**src/rtl/cm0_dap_slv_ahb_bridge_if.sv**
```systemverilog
// SLV* request port and AHB-Lite master port bundles used by cm0_dap_slv_ahb_bridge.
// "master" is the side that initiates the transfer; "slave" is the side that completes it.
interface cm0_dap_slv_if;
    logic [31:0] SLVADDR;
    logic [31:0] SLVWDATA;
    logic [1:0]  SLVTRANS;
    logic        SLVWRITE;
    logic [1:0]  SLVSIZE;
    logic [31:0] SLVRDATA;
    logic        SLVREADY;
    logic        SLVRESP;

    modport master (
        output SLVADDR, SLVWDATA, SLVTRANS, SLVWRITE, SLVSIZE,
        input  SLVRDATA, SLVREADY, SLVRESP
    );
    modport slave (
        input  SLVADDR, SLVWDATA, SLVTRANS, SLVWRITE, SLVSIZE,
        output SLVRDATA, SLVREADY, SLVRESP
    );
endinterface

interface cm0_dap_ahb_if;
    logic [31:0] HADDR;
    logic [1:0]  HTRANS;
    logic        HWRITE;
    logic [2:0]  HSIZE;
    logic [2:0]  HBURST;
    logic [3:0]  HPROT;
    logic        HMASTLOCK;
    logic [31:0] HWDATA;
    logic [31:0] HRDATA;
    logic        HREADY;
    logic        HRESP;

    modport master (
        output HADDR, HTRANS, HWRITE, HSIZE, HBURST, HPROT, HMASTLOCK, HWDATA,
        input  HRDATA, HREADY, HRESP
    );
    modport slave (
        input  HADDR, HTRANS, HWRITE, HSIZE, HBURST, HPROT, HMASTLOCK, HWDATA,
        output HRDATA, HREADY, HRESP
    );
endinterface

```
**src/rtl/cm0_dap_slv_ahb_bridge.sv**
```systemverilog
// Single-transfer bridge from the DAP access port SLV* master to one AHB-Lite transfer.
// Optional data-phase timeout with DRAIN state: define CM0_DAP_BRIDGE_TIMEOUT_EN.
module cm0_dap_slv_ahb_bridge #(
    parameter int TIMEOUT_W = 8
) (
    input  logic          DCLK,
    input  logic          APRESET,
    cm0_dap_slv_if.slave  slv,
    cm0_dap_ahb_if.master ahb
);

    localparam logic [1:0] HTRANS_IDLE   = 2'b00;
    localparam logic [1:0] HTRANS_NONSEQ = 2'b10;

    typedef enum logic [2:0] {
        ST_IDLE  = 3'd0,
        ST_ADDR  = 3'd1,
        ST_DATA  = 3'd2,
`ifdef CM0_DAP_BRIDGE_TIMEOUT_EN
        ST_DRAIN = 3'd4,
`endif
        ST_DONE  = 3'd3
    } state_t;

    state_t      r_state;
    state_t      w_state_nxt;

    logic [31:0] r_slvrdata, w_slvrdata_nxt;
    logic        r_slvready, w_slvready_nxt;
    logic        r_slvresp,  w_slvresp_nxt;
    logic [31:0] r_haddr,    w_haddr_nxt;
    logic [1:0]  r_htrans,   w_htrans_nxt;
    logic        r_hwrite,   w_hwrite_nxt;
    logic [1:0]  r_hsize,    w_hsize_nxt;
    logic [31:0] r_hwdata,   w_hwdata_nxt;

    logic        w_accept;
    logic        w_misaligned;
    logic        w_timeout;

    assign w_accept     = (r_state == ST_IDLE) && slv.SLVTRANS[1];
    assign w_misaligned = (slv.SLVSIZE == 2'd3)
                       || ((slv.SLVSIZE == 2'd1) && slv.SLVADDR[0])
                       || ((slv.SLVSIZE == 2'd2) && (slv.SLVADDR[1:0] != 2'b00));

`ifdef CM0_DAP_BRIDGE_TIMEOUT_EN
    logic [TIMEOUT_W-1:0] r_tmo_cnt;
    logic                 w_in_flight;

    assign w_in_flight = (r_state == ST_ADDR) || (r_state == ST_DATA);
    // Only a genuinely stalled bus times out; a completing HREADY wins.
    assign w_timeout   = w_in_flight && (&r_tmo_cnt) && !ahb.HREADY;

    always_ff @(posedge DCLK) begin
        if (APRESET) begin
            r_tmo_cnt <= '0;
        end else if (w_accept) begin
            r_tmo_cnt <= '0;
        end else if (w_in_flight && !(&r_tmo_cnt)) begin
            r_tmo_cnt <= r_tmo_cnt + TIMEOUT_W'(1);
        end
    end
`else
    assign w_timeout = 1'b0;
`endif

    // NOTE: sequential state uses non-blocking assignments so every register samples pre-edge values.
    always_ff @(posedge DCLK) begin
        if (APRESET) begin
            r_state <= ST_IDLE;
        end else begin
            r_state <= w_state_nxt;
        end
    end

    // NOTE: every variable gets a default at the top of always_comb so no latch is inferred.
    always_comb begin
        w_state_nxt = r_state;
        case (r_state)
            ST_IDLE: begin
                if (slv.SLVTRANS[1]) begin
                    w_state_nxt = w_misaligned ? ST_DONE : ST_ADDR;
                end
            end
            ST_ADDR: begin
`ifdef CM0_DAP_BRIDGE_TIMEOUT_EN
                if (w_timeout) w_state_nxt = ST_DRAIN;
                else
`endif
                if (ahb.HREADY) w_state_nxt = ST_DATA;
            end
            ST_DATA: begin
`ifdef CM0_DAP_BRIDGE_TIMEOUT_EN
                if (w_timeout) w_state_nxt = ST_DRAIN;
                else
`endif
                if (ahb.HREADY) w_state_nxt = ST_DONE;
            end
            ST_DONE: w_state_nxt = ST_IDLE;
`ifdef CM0_DAP_BRIDGE_TIMEOUT_EN
            ST_DRAIN: begin
                if (ahb.HREADY) w_state_nxt = ST_IDLE;
            end
`endif
            default: w_state_nxt = ST_IDLE;
        endcase
    end

    always_comb begin
        w_slvrdata_nxt = r_slvrdata;
        w_slvready_nxt = 1'b0;
        w_slvresp_nxt  = 1'b0;
        w_haddr_nxt    = r_haddr;
        w_hwrite_nxt   = r_hwrite;
        w_hsize_nxt    = r_hsize;
        w_hwdata_nxt   = r_hwdata;
        w_htrans_nxt   = (w_state_nxt == ST_ADDR) ? HTRANS_NONSEQ : HTRANS_IDLE;

        if (w_accept && !w_misaligned) begin
            w_haddr_nxt  = slv.SLVADDR;
            w_hwrite_nxt = slv.SLVWRITE;
            w_hsize_nxt  = slv.SLVSIZE;
            w_hwdata_nxt = slv.SLVWDATA;
        end

        // Misaligned requests are answered locally without touching the bus.
        if (w_accept && w_misaligned) begin
            w_slvready_nxt = 1'b1;
            w_slvresp_nxt  = 1'b1;
        end

        if ((r_state == ST_DATA) && ahb.HREADY) begin
            w_slvready_nxt = 1'b1;
            w_slvresp_nxt  = ahb.HRESP;
            if (!r_hwrite) begin
                w_slvrdata_nxt = ahb.HRDATA;
            end
        end

        if (w_timeout) begin
            w_slvready_nxt = 1'b1;
            w_slvresp_nxt  = 1'b1;
        end
    end

    always_ff @(posedge DCLK) begin
        if (APRESET) begin
            r_slvrdata <= '0;
            r_slvready <= 1'b0;
            r_slvresp  <= 1'b0;
            r_haddr    <= '0;
            r_htrans   <= HTRANS_IDLE;
            r_hwrite   <= 1'b0;
            r_hsize    <= '0;
            r_hwdata   <= '0;
        end else begin
            r_slvrdata <= w_slvrdata_nxt;
            r_slvready <= w_slvready_nxt;
            r_slvresp  <= w_slvresp_nxt;
            r_haddr    <= w_haddr_nxt;
            r_htrans   <= w_htrans_nxt;
            r_hwrite   <= w_hwrite_nxt;
            r_hsize    <= w_hsize_nxt;
            r_hwdata   <= w_hwdata_nxt;
        end
    end

    assign slv.SLVRDATA  = r_slvrdata;
    assign slv.SLVREADY  = r_slvready;
    assign slv.SLVRESP   = r_slvresp;

    assign ahb.HADDR     = r_haddr;
    assign ahb.HTRANS    = r_htrans;
    assign ahb.HWRITE    = r_hwrite;
    assign ahb.HSIZE     = {1'b0, r_hsize};
    assign ahb.HWDATA    = r_hwdata;
    assign ahb.HBURST    = 3'b000;
    assign ahb.HPROT     = 4'b0011;
    assign ahb.HMASTLOCK = 1'b0;

endmodule

```
**src/flat_wrapper.sv**
```systemverilog
// flat-port wrapper written by rule: the top's interface ports become plain ports
module cm0_dap_slv_ahb_bridge_flat 
#(
    parameter int TIMEOUT_W = 8
)
  (DCLK, APRESET, slv_SLVADDR, slv_SLVWDATA, slv_SLVTRANS, slv_SLVWRITE, slv_SLVSIZE, slv_SLVRDATA, slv_SLVREADY, slv_SLVRESP, ahb_HADDR, ahb_HTRANS, ahb_HWRITE, ahb_HSIZE, ahb_HBURST, ahb_HPROT, ahb_HMASTLOCK, ahb_HWDATA, ahb_HRDATA, ahb_HREADY, ahb_HRESP);
  cm0_dap_slv_if slv_i ();
  cm0_dap_ahb_if ahb_i ();
  input  logic DCLK;
  input  logic APRESET;
  input wire logic [$bits(slv_i.SLVADDR)-1:0] slv_SLVADDR;
  input wire logic [$bits(slv_i.SLVWDATA)-1:0] slv_SLVWDATA;
  input wire logic [$bits(slv_i.SLVTRANS)-1:0] slv_SLVTRANS;
  input wire logic [$bits(slv_i.SLVWRITE)-1:0] slv_SLVWRITE;
  input wire logic [$bits(slv_i.SLVSIZE)-1:0] slv_SLVSIZE;
  output wire logic [$bits(slv_i.SLVRDATA)-1:0] slv_SLVRDATA;
  output wire logic [$bits(slv_i.SLVREADY)-1:0] slv_SLVREADY;
  output wire logic [$bits(slv_i.SLVRESP)-1:0] slv_SLVRESP;
  output wire logic [$bits(ahb_i.HADDR)-1:0] ahb_HADDR;
  output wire logic [$bits(ahb_i.HTRANS)-1:0] ahb_HTRANS;
  output wire logic [$bits(ahb_i.HWRITE)-1:0] ahb_HWRITE;
  output wire logic [$bits(ahb_i.HSIZE)-1:0] ahb_HSIZE;
  output wire logic [$bits(ahb_i.HBURST)-1:0] ahb_HBURST;
  output wire logic [$bits(ahb_i.HPROT)-1:0] ahb_HPROT;
  output wire logic [$bits(ahb_i.HMASTLOCK)-1:0] ahb_HMASTLOCK;
  output wire logic [$bits(ahb_i.HWDATA)-1:0] ahb_HWDATA;
  input wire logic [$bits(ahb_i.HRDATA)-1:0] ahb_HRDATA;
  input wire logic [$bits(ahb_i.HREADY)-1:0] ahb_HREADY;
  input wire logic [$bits(ahb_i.HRESP)-1:0] ahb_HRESP;
  assign slv_i.SLVADDR = slv_SLVADDR;
  assign slv_i.SLVWDATA = slv_SLVWDATA;
  assign slv_i.SLVTRANS = slv_SLVTRANS;
  assign slv_i.SLVWRITE = slv_SLVWRITE;
  assign slv_i.SLVSIZE = slv_SLVSIZE;
  assign slv_SLVRDATA = slv_i.SLVRDATA;
  assign slv_SLVREADY = slv_i.SLVREADY;
  assign slv_SLVRESP = slv_i.SLVRESP;
  assign ahb_HADDR = ahb_i.HADDR;
  assign ahb_HTRANS = ahb_i.HTRANS;
  assign ahb_HWRITE = ahb_i.HWRITE;
  assign ahb_HSIZE = ahb_i.HSIZE;
  assign ahb_HBURST = ahb_i.HBURST;
  assign ahb_HPROT = ahb_i.HPROT;
  assign ahb_HMASTLOCK = ahb_i.HMASTLOCK;
  assign ahb_HWDATA = ahb_i.HWDATA;
  assign ahb_i.HRDATA = ahb_HRDATA;
  assign ahb_i.HREADY = ahb_HREADY;
  assign ahb_i.HRESP = ahb_HRESP;
  cm0_dap_slv_ahb_bridge #(.TIMEOUT_W(TIMEOUT_W)) u_core (.DCLK(DCLK), .APRESET(APRESET), .slv(slv_i), .ahb(ahb_i));
endmodule
```
**config.mk**
```make
export PLATFORM = sky130hd
export DESIGN_NAME = cm0_dap_slv_ahb_bridge_flat
export DESIGN_NICKNAME = d
export VERILOG_FILES = /design/src/rtl/cm0_dap_slv_ahb_bridge_if.sv /design/src/rtl/cm0_dap_slv_ahb_bridge.sv /design/src/flat_wrapper.sv
export SDC_FILE = /design/constraint.sdc
export NUM_CORES = 1
export LEC_CHECK = 0
export ABC_AREA = 1
export CORE_AREA = 2 2 115 117
export DETAILED_ROUTE_END_ITERATION = 10
export DIE_AREA = 0 0 117 119
export PLACE_DENSITY_LB_ADDON = 0.1
export RECOVER_POWER = 50
export SLEW_MARGIN = 15
export SYNTH_ARGS = -nofsm -noshare
export SYNTH_HDL_FRONTEND = slang
export SYNTH_SLANG_ARGS = --single-unit
export TNS_END_PERCENT = 1
```
**constraint.sdc**
```tcl
create_clock -name DCLK -period 1.2 [get_ports DCLK]
set_clock_uncertainty 0.15 [all_clocks]
set_input_delay 0.12 -clock DCLK [delete_from_list [all_inputs] [get_ports DCLK]]
set_output_delay 0.12 -clock DCLK [all_outputs]
set_load 0.02 [all_outputs]
```
==> flow_metrics.env <==
export IMPL_run_status="finished, violations left"
export IMPL_violated_checks="negative setup slack"
export IMPL_layout_area_overhead_vs_synth_pct=47.9
export IMPL_die_width_microns=117
export IMPL_worst_hold_path_type="in -> reg"
export IMPL_setup_viol_count_final=103
export IMPL_grt_antenna_before_repair=0
export IMPL_fillerInstances=1297
export IMPL_synth_area_leader_cell="sky130_fd_sc_hd__dfxtp_1"
export IMPL_worst_ir_drop_on_vdd_v=0.000638
export IMPL_yosys_top_cells_count="140 x sky130_fd_sc_hd__nand2_1, 137 x sky130_fd_sc_hd__nor2_1, 105 x sky130_fd_sc_hd__dfxtp_1, 105 x sky130_fd_sc_hd__inv_1, 73 x sky130_fd_sc_hd__nand3_1"
export IMPL_drtAntennaViolNets=0
export IMPL_async_flop_share_pct=0
export IMPL_crit_slowest_cell="sky130_fd_sc_hd__dfxtp_2"
export IMPL_grt_first_pass_wirelength_microns=20400
export IMPL_worstPathRequired_ns=1.29
export IMPL_critical_path_peak_fanout=30
export IMPL_final_min_clock_period_ns=1.41
export IMPL_pin_count=217
export IMPL_postLayoutSetupSlackWorst_ns=-0.207
export IMPL_leakage_power_nw=3.53
export IMPL_synth_most_common_cell="sky130_fd_sc_hd__nand2_1"
export IMPL_design_area_sq_um=6820
export IMPL_worst_setup_path_type="reg -> reg"
export IMPL_numCtsBuffers=9
export IMPL_startpoint_type="register"
export IMPL_cts_hold_buffers=0
export IMPL_max_clock_path_buffers=2
export IMPL_largest_net_degree_at_the_start_of_global_routing=57
export IMPL_crit_share_post_route_pct=117
export IMPL_synth_simple_gate_area_share_pct=31.4
export IMPL_combined_flip_flop_and_latch_cell_area_sq_um=2110
export IMPL_seq_area_frac_synth_pct=45.6
export IMPL_dp_hpwl_microns=8760
export IMPL_clk_root_buf="sky130_fd_sc_hd__clkbuf_16"
export IMPL_combinational_family_with_the_most_area_after_synthesis="simple AND/OR/NAND/NOR gates"
export IMPL_critical_path_sink_type="register"
export IMPL_rsz0062_at_grt="true"
export IMPL_post_synth_mux_area_share_pct=0
export IMPL_grt_util_all_layers_pct=18.3
export IMPL_clock_fmax_ghz=0.711
export IMPL_vias_in_the_first_global_route=4371
export IMPL_insertedDiodeCount=0
export IMPL_final_hold_violation_count=0
export IMPL_ys_warn_count=0
export IMPL_holdWs_ns=0.203
export IMPL_tritoncts="yes"
export IMPL_total_area_of_multi_input_combinational_cells_sq_um=1870
export IMPL_number_of_enable_flip_flop_cells_after_synthesis=0
export IMPL_die_area_sq_um=13900
export IMPL_synth_ff_type="sky130_fd_sc_hd__dfxtp_1"
export IMPL_clk_pin_slew_ns=0.07
export IMPL_coreArea_sq_um=12900
export IMPL_dpl_instance_area_sq_um=6920
export IMPL_slowest_stage_delay_on_critical_path_ns=0.33
export IMPL_clock_latency_ns=0.34
export IMPL_yosys_area_top_type_share_pct=45.6
export IMPL_ratio_of_cells_with_drive_above_1_in_the_final_layout_pct=17.3
export IMPL_crit_arrival_ns=1.49
export IMPL_via_per_inst=4.38
export IMPL_die_h_microns=119
export IMPL_ys_top_cells_by_area="sky130_fd_sc_hd__dfxtp_1 46%, sky130_fd_sc_hd__nand2_1 11%, sky130_fd_sc_hd__nor2_1 11%"
export IMPL_setup_tns_final_ns=-14.65
export IMPL_routedWlPerCell_microns=12.0
export IMPL_drt_pass1_iter_count=4
export IMPL_syn_area_per_cell_sq_um=6.65
export IMPL_drc=0
export IMPL_total_vias_in_the_final_route=4686
export IMPL_startpoint="u_core.r_state[0]"
export IMPL_cts_num_sinks=105
export IMPL_globalplace_congestion=0.727
export IMPL_post_synthesis_sequential_element_count=105
export IMPL_min_from="ahb_HRDATA[24]"
export IMPL_detailedRoute_firstIterationViolations=282
export IMPL_crit_reg2reg_launch="u_core.r_state[0]"
export IMPL_critPathMostFrequentCell="sky130_fd_sc_hd__buf_12"
export IMPL_floorplan_initialDensity_pct=35.8
export IMPL_max_cap_violations=0
export IMPL_post_place_cells=1050
export IMPL_power_per_cell_area_nw_per_um2=1220
export IMPL_synth_lib_cells_used_distinct=18
export IMPL_port_buffer_count=205
export IMPL_cts_htree_levels=3
export IMPL_row_count=42
export IMPL_route_final_wire_length_microns=12900
export IMPL_number_of_non_filler_instances_in_the_completed_layout=1070
export IMPL_synthXorXnorAreaFrac_pct=0
export IMPL_worst_r2r_setup_slack_ns=-0.21
export IMPL_timing_max_transition_violations_final=0
export IMPL_instance_count_of_the_mapped_netlist=693
export IMPL_adder_and_majority_cell_fraction_of_the_synthesized_area_pct=0
export IMPL_complex_gate_fraction_of_the_synthesized_area_pct=7.60
export IMPL_timing_critical_path_cells="inv_1 -> nand2_2 -> nor2_4 -> buf_12 -> buf_12 -> nand3_1 -> nand2_1 -> nor2_1"
export IMPL_finalNetCount=994
export IMPL_grt_overflow=0
export IMPL_syn_cell_area_sq_um=4610
where the power goes:
part           internal, W  switching [W]  total (W)
Combinational     0.000720       0.000831    0.00155
Clock              0.00179        0.00126    0.00305
Sequential         0.00364      0.0000845    0.00373
Total              0.00615        0.00217    0.00833
layout make-up:
class / count / area share, %
Sequential cell: 105 / 31.0
Timing Repair Buffer: 230 / 28.0
Multi-Input combinational cell: 436 / 27.4
Inverter: 107 / 5.91
Clock buffer: 14 / 4.02
Tap cell: 176 / 3.23
Clock inverter: 2 / 0.514
flip-flops by register name (all words and copies together), names as in the netlist:
signal               count
u_core.ahb.HTRANS        1
u_core.r_hsize           2
u_core.slv.SLVRDATA     32
u_core.slv.SLVREADY      1
u_core.ahb.HADDR        32
u_core.slv.SLVRESP       1
u_core.ahb.HWDATA       32
u_core.ahb.HWRITE        1
u_core.r_state           3
metrics by stage:
stage,utilization [%],power (W),setup WS [ns]
after floorplan,-,0.00465,-0.0586
after global placement,53.7,0.00544,-0.466
after detailed placement,53.7,0.00546,-0.483
after CTS,53.1,0.00844,-0.224
after global routing,52.9,0.00873,-0.299
final,52.9,0.00833,-0.207
placed cells by master (no fill, tap or decap):
cell type	count
sky130_fd_sc_hd__nand2_1	138
sky130_fd_sc_hd__nor2_1	137
sky130_fd_sc_hd__inv_1	105
sky130_fd_sc_hd__clkdlybuf4s50_1	103
sky130_fd_sc_hd__dfxtp_1	101
sky130_fd_sc_hd__nand3_1	72
sky130_fd_sc_hd__a21oi_1	68
sky130_fd_sc_hd__clkbuf_2	51
sky130_fd_sc_hd__buf_2	50
sky130_fd_sc_hd__buf_4	13
sky130_fd_sc_hd__buf_12	12
sky130_fd_sc_hd__conb_1	11
sky130_fd_sc_hd__clkbuf_16	9
sky130_fd_sc_hd__clkbuf_8	3
sky130_fd_sc_hd__dfxtp_2	3
sky130_fd_sc_hd__nand2_2	2
sky130_fd_sc_hd__clkinv_2	2
sky130_fd_sc_hd__clkbuf_1	2
sky130_fd_sc_hd__nand2_4	1
sky130_fd_sc_hd__inv_2	1
sky130_fd_sc_hd__nor2_4	1
sky130_fd_sc_hd__a21oi_2	1
sky130_fd_sc_hd__nor2_2	1
sky130_fd_sc_hd__nand4_4	1
sky130_fd_sc_hd__nand3_2	1
sky130_fd_sc_hd__nand4_1	1
sky130_fd_sc_hd__o21ai_0	1
sky130_fd_sc_hd__bufinv_16	1
sky130_fd_sc_hd__bufbuf_16	1
sky130_fd_sc_hd__dfxtp_4	1
worst paths after layout:
path / to / depth (start not counted)
worst max-delay path: u_core.ahb.HADDR[0] / 8
worst min-delay path: u_core.slv.SLVRDATA[24] / 3
worst max register to register: u_core.ahb.HADDR[0] / 8
worst min register to register: u_core.ahb.HADDR[26] / 2
worst max-delay path: cells and delay by family (launching register included):
| kind | cells | cell delay, ns |
|---|---|---|
| simple gates | 5 | 0.42 |
| buf+inv | 3 | 0.38 |
| flops | 1 | 0.33 |
logic make-up after synthesis:
group / after synthesis
simple gates: 355
flops: 105
other cells: 2
compound gates: 70
buf+inv: 161
routing by layer:
layer / part of all wire [%] / global-route usage [%] / wire length (microns)
met5: 0 / 0 / 0
met4: 1.7 / 6.62 / 215
met3: 8.7 / 5.90 / 1130
met2: 47 / 29.8 / 6050
met1: 43 / 22.5 / 5480
what timing repair did:
action                                  4_1_cts  5_1_grt
endpoints found under the setup margin      204      104
gates resized for setup                     408        1
pin swaps                                    18        1
gates cloned                                  2        0
buffers inserted                              3        0
endpoints found under the hold margin         0        0
No activity file was read; power rests on OpenSTA's default activity.
